==> src/rtl/rgb565_to_luma.sv <==
// rgb565_to_luma: streaming RGB565 -> 8-bit BT.601 full-range luma, 3-clock latency.
//   sys_clk   pixel clock, rising edge
//   sys_rst_n asynchronous active-low reset
//   rgb_wr_en input pixel valid
//   rgb_in    RGB565 pixel {R5,G6,B5}
//   yuv_wr_en output sample valid
//   y_out     luma sample, held between valid cycles
// Build option RGB2YUV_ROUND_EN: add 128 before truncation (round-to-nearest).
module rgb565_to_luma #(
  parameter int COEF_R = 77,
  parameter int COEF_G = 150,
  parameter int COEF_B = 29
) (
  input  logic        sys_clk,
  input  logic        sys_rst_n,
  input  logic        rgb_wr_en,
  input  logic [15:0] rgb_in,
  output logic        yuv_wr_en,
  output logic [7:0]  y_out
);
`ifdef RGB2YUV_ROUND_EN
  localparam logic [16:0] RND = 17'd128;
`else
  localparam logic [16:0] RND = 17'd0;
`endif
  logic [2:0]  vld;
  logic [7:0]  r8, g8, b8;
  logic [15:0] pr, pg, pb;
  logic [16:0] sum;
  always_ff @(posedge sys_clk or negedge sys_rst_n)
    if (!sys_rst_n) begin
      vld       <= '0;
      r8        <= '0;
      g8        <= '0;
      b8        <= '0;
      pr        <= '0;
      pg        <= '0;
      pb        <= '0;
      sum       <= '0;
      y_out     <= '0;
      yuv_wr_en <= 1'b0;
    end else begin
      vld       <= {vld[1:0], rgb_wr_en};
      yuv_wr_en <= vld[2];
      if (rgb_wr_en)
        {r8, g8, b8} <= {rgb_in[15:11], rgb_in[15:13], rgb_in[10:5], rgb_in[10:9],
                         rgb_in[4:0], rgb_in[4:2]};
      if (vld[0]) begin
        pr <= 16'(r8) * 16'(COEF_R);
        pg <= 16'(g8) * 16'(COEF_G);
        pb <= 16'(b8) * 16'(COEF_B);
      end
      if (vld[1])
        sum <= 17'(pr) + 17'(pg) + 17'(pb) + RND;
      // sum >= 16'hFF00 + 256 is exactly bit 16 set
      if (vld[2])
        y_out <= sum[16] ? 8'hFF : sum[15:8];
    end
endmodule

==> config.mk <==
export PLATFORM = sky130hd
export DESIGN_NAME = rgb565_to_luma
export DESIGN_NICKNAME = d
export VERILOG_FILES = /design/src/rtl/rgb565_to_luma.sv
export SDC_FILE = /design/constraint.sdc
export NUM_CORES = 1
export LEC_CHECK = 0
export CELL_PAD_IN_SITES_DETAIL_PLACEMENT = 1
export CELL_PAD_IN_SITES_GLOBAL_PLACEMENT = 1
export CORE_MARGIN = 2
export CORE_UTILIZATION = 53
export CTS_CLUSTER_SIZE = 40
export DETAILED_ROUTE_END_ITERATION = 7
export PLACE_DENSITY_LB_ADDON = 0.05
export SLEW_MARGIN = 15
export SYNTH_ARGS = -nofsm -noshare
export SYNTH_HDL_FRONTEND = slang
export SYNTH_SLANG_ARGS = --single-unit
==> constraint.sdc <==
create_clock -name sys_clk -period 10.6 [get_ports sys_clk]
set_input_delay 1.59 -clock sys_clk [delete_from_list [all_inputs] [get_ports sys_clk]]
set_output_delay 1.59 -clock sys_clk [all_outputs]
set_load 0.005 [all_outputs]
======== Word-level counts from Yosys, hierarchy flattened ========
Index checks and enable logic that the tools add are counted.
storage, ports and cells
  register bits ........................... 96
  bits in latches ......................... 0
  RAM bits ................................ 0
  memory bits (read-only) ................. 0
  input bits .............................. 19
  memories ................................ 0
operators by class
  $add $sub $neg .......................... 2
  $mul .................................... 3
  div/mod/pow operators ................... 0
  magnitude comparators ................... 0
  eq/ne operators ......................... 0
  shifts and indexed selects .............. 0
  muxes and demuxes ....................... 1
  bitwise gates (word level) .............. 0
  reductions and logical operators ........ 0
operator list
  cell                                                                 count
  8-bit by 7-bit multiplier with 15-bit output, second input constant  2
  15-bit by 16-bit adder with 17-bit output                            1
  17-bit by 13-bit adder with 17-bit output                            1
  8-bit by 5-bit multiplier with 13-bit output, second input constant  1
  8-bit 2-to-1 mux                                                     1

======== Logic depth before layout (Yosys ltp) ========
  word-level depth ........................ 2
  depth in mapped cells ................... 14
  depth with buffers taken out ............ 14

======== Least setup slack after synthesis ========
OpenSTA, ideal clock, no wires.
  path type ............................... reg-to-reg
  from .................................... register g8[6]
  to ...................................... register pg[15]
  setup time .............................. 135 ps
  arrival ................................. 3390 ps
  data required time ...................... 10465 ps
  setup slack ............................. 7074 ps
  cell stages (with the launch flop) ...... 13
  period minus slack after synthesis ...... 3526 ps
  cells stage by stage .................... dfrtp_1 > ha_1 > ha_1 > inv_1 > fa_1 > fa_1 > inv_1 > ha_1 > o21a_1 > a2111oi_2 > o311ai_1 > a21oi_1 > a21oi_1
on the way
  cells in the longest elaborated chain, start to end .. 1
RTL lines
  what                                          line  RTL
  start: declaration                            27    logic [7:0] r8, g8, b8;
  start signal: assignment                      46    {r8, g8, b8} <= {rgb_in[15:11], rgb_in[15:13], rgb_in[10:5], rgb_in[10:9],
  8-bit by 7-bit multiplier with 15-bit output  50    pg <= 16'(g8) * 16'(COEF_G);
  end signal: assignment                        50
  end: declaration                              28    logic [15:0] pr, pg, pb;
Every way passes these cells.
A chain may end at the register's enable or synchronous reset.

======== Final worst setup path ========
  from .................................... register b8[6]
  to ...................................... register pb[12]
on the way
  cells in the longest elaborated chain, start to end .. 1
RTL lines
  what                                          line  RTL
  start: declaration                            27
  start signal: assignment                      46
  8-bit by 5-bit multiplier with 13-bit output  51    pb <= 16'(b8) * 16'(COEF_B);
  end signal: assignment                        51
  end: declaration                              28
Every way passes these cells.

==> impl_metrics.ini <==
[timing]
rsz0062_at_grt = no
worstMarginPinSlew_ps = 1040
finClkSkew_ps = 7.49
drv_slew = 0
fmax_ghz = 0.258
period_needed_ps = 3870
finalSetupViolCount = 0
min_period_over_period_pct = 36.5
setup_slack_ps = 6730
hold_violations = 0
slew-limit-headroom_pct = 30.9
finalSetupTns_ps = 0

[clocking]
insertion_delay_ps = 350
cts_tree = done
clock-root-buffer = clkbuf_16
cts_setup_buffers = 0
cts.path.max_buffers = 2
cts_buffers = 9
cts_resized = 0
htree_levels = 3
hold_buffers = 0
clock-sinks = 80
clkTransAtPathRegs_ps = 60

[global_route]
antenna_found_initial = 0
grt_pass1_wl_mm = 25.0
grt_max_degree = 81
grt_use_total_pct = 24.3
grt_pass1_vias = 5066
overflow = 0

[drt]
ant_nets = 0
drt-initial-drc-count = 229
first_pass_iters = 4
drc_errors = 0
num_vias = 4719
avgViaCountPerCell = 5.64
routed_wl_mm = 14.8
detail_route.wl_per_cell_um = 17.7

[critical_path]
slowest_stage = fa_1
worstPathRequired_ps = 10870
crit_fanout = 7
crit_chain = inv_1, fa_1, inv_1, ha_1, fa_1, ha_1, o21ai_1, o21ai_2, a2111oi_2, or3_4, o311a_1, o21ai_1
worstPathArrival_ps = 4140
startpoint_type = flop
critPathMaxStageDelay_ps = 570
crit_type = reg -> reg
end_kind = flop

[placement]
place_ws_ps = 6740
port_buffers = 27
gp_congestion = 0.844
dp_hpwl_mm = 11.6

[pwr]
cellPowerDensity_nw_per_um2 = 304
total_power_mw = 2.21
leakage_nw = 3.50
vdd_drop_max_uv = 113

[yosys]
ys_async_sr_fraction_pct = 100
synthDistinctLibCells = 59
synth_area_leaders = dfrtp_1 31%, ha_1 21%, fa_1 11%
yosysSeqAreaShare_pct = 30.5
synth.cell_area_um2 = 6550
netlist_instances = 641
synth_warnings = 0
synth_largest_area_cell = dfrtp_1
syn-num-nets = 809
synth_flop_cell = dfrtp_1
ys_ff_latch = 80
synth.avg_cell_area_um2 = 10.2
synth_top_area_share_pct = 30.5
synth_edf_count = 0

[floorplan]
rows = 40
design.die.area_um2 = 13300
die_y_um = 115
io_pins = 28
core_um2 = 12100
start_util_pct = 54.3
die_x_um = 115

[cells_and_area]
nets = 833
drive_gt1_share_pct = 9.12
final_cell_mix = 112 x ha_1, 89 x inv_1, 80 x dfrtp_1
fillers = 1327
n_antenna_cell = 0
final_core_util_pct = 60.2
area_growth_pct = 10.7
final_common_cell = ha_1

[worst_hold_path]
hold_path.class = reg -> reg

[run]
cap_violations = 0

[status]
run_status = finished, final reports clean
[power breakdown]
group / total [mW] / switching [mW] / internal [mW]
Sequential: 0.502 / 0.0878 / 0.414
Combinational: 1.41 / 0.751 / 0.661
Clock: 0.294 / 0.129 / 0.165
[per-layer routing]
layer,wire [µm],track usage (%),vias up
li1,-,-,2275
met1,6830,31.2,2378
met2,7470,42.1,53
met3,354,4.27,13
met4,197,6.99,0
met5,0,0,-
[metrics by stage]
step	std cells	cell area (µm²)	hold slack (ps)
floorplan	641	6550	352
global placement	822	6980	492
detailed placement	822	6980	498
CTS	837	7260	512
global route	837	7260	528
finish	837	7260	511
[flip-flops by register name, indices dropped and copies added (netlist names)]
signal,flops
b8,5
g8,6
pb,13
pg,15
pr,15
r8,5
sum,9
vld,3
y_out,8
yuv_wr_en,1
[layout make-up]
type	count	area [µm²]	area share (%)
tap	168	210	2.90
multi-input combinational	457	4160	57.4
sequential	80	2000	27.6
clock buffer	11	243	3.35
clock inverter	4	30.0	0.414
timing repair buffer	28	275	3.79
inverter	89	334	4.60
[kinds of logic after synthesis]
group	Yosys count	share of synthesized area [%]
buf+inv	104	5.96
xor+xnor	17	2.27
compound gates	141	14.9
flops	80	30.5
mux	31	5.35
simple gates	119	8.29
fa+ha+maj	149	32.7
[path summary, 6_finish.rpt]
check / startpoint / end / slack [ps] / cells past startpoint
hold reg to reg: sum[15] / sum[15] / 510 / 1
max in group asynchronous: sys_rst_n / g8[1] / 8510 / 1
hold / removal: sum[15] / sum[15] / 510 / 1
setup / recovery: b8[6] / pb[12] / 6730 / 12
setup reg to reg: b8[6] / pb[12] / 6730 / 12
min in group asynchronous: sys_rst_n / y_out[5] / 1410 / 1
[critical path: cells and delay by family, from the launching register on]
| kind | cells | cell delay (ps) |
|---|---|---|
| fa+ha+maj | 4 | 1710 |
| compound gates | 5 | 890 |
| flops | 1 | 530 |
| simple gates | 1 | 410 |
| buf+inv | 2 | 250 |
[Yosys cell counts, types with 3 or more instances]
master and instances:
nor3_1 8, fa_1 37, ha_1 112, a21o_1 8, clkbuf_1 14, o2111ai_1 3
inv_1 89, a21oi_1 31, o211ai_1 3, o21ai_1 7, o31ai_1 6, dfrtp_1 80
nor2b_1 8, nand4_1 4, xnor2_1 12, nand2b_1 3, a211oi_1 8, o21a_1 9
xor2_1 5, nand2_1 32, nand3_1 7, nor2_1 47, mux2_2 28, o21ai_0 30
Power figures use the tool's default switching activity.
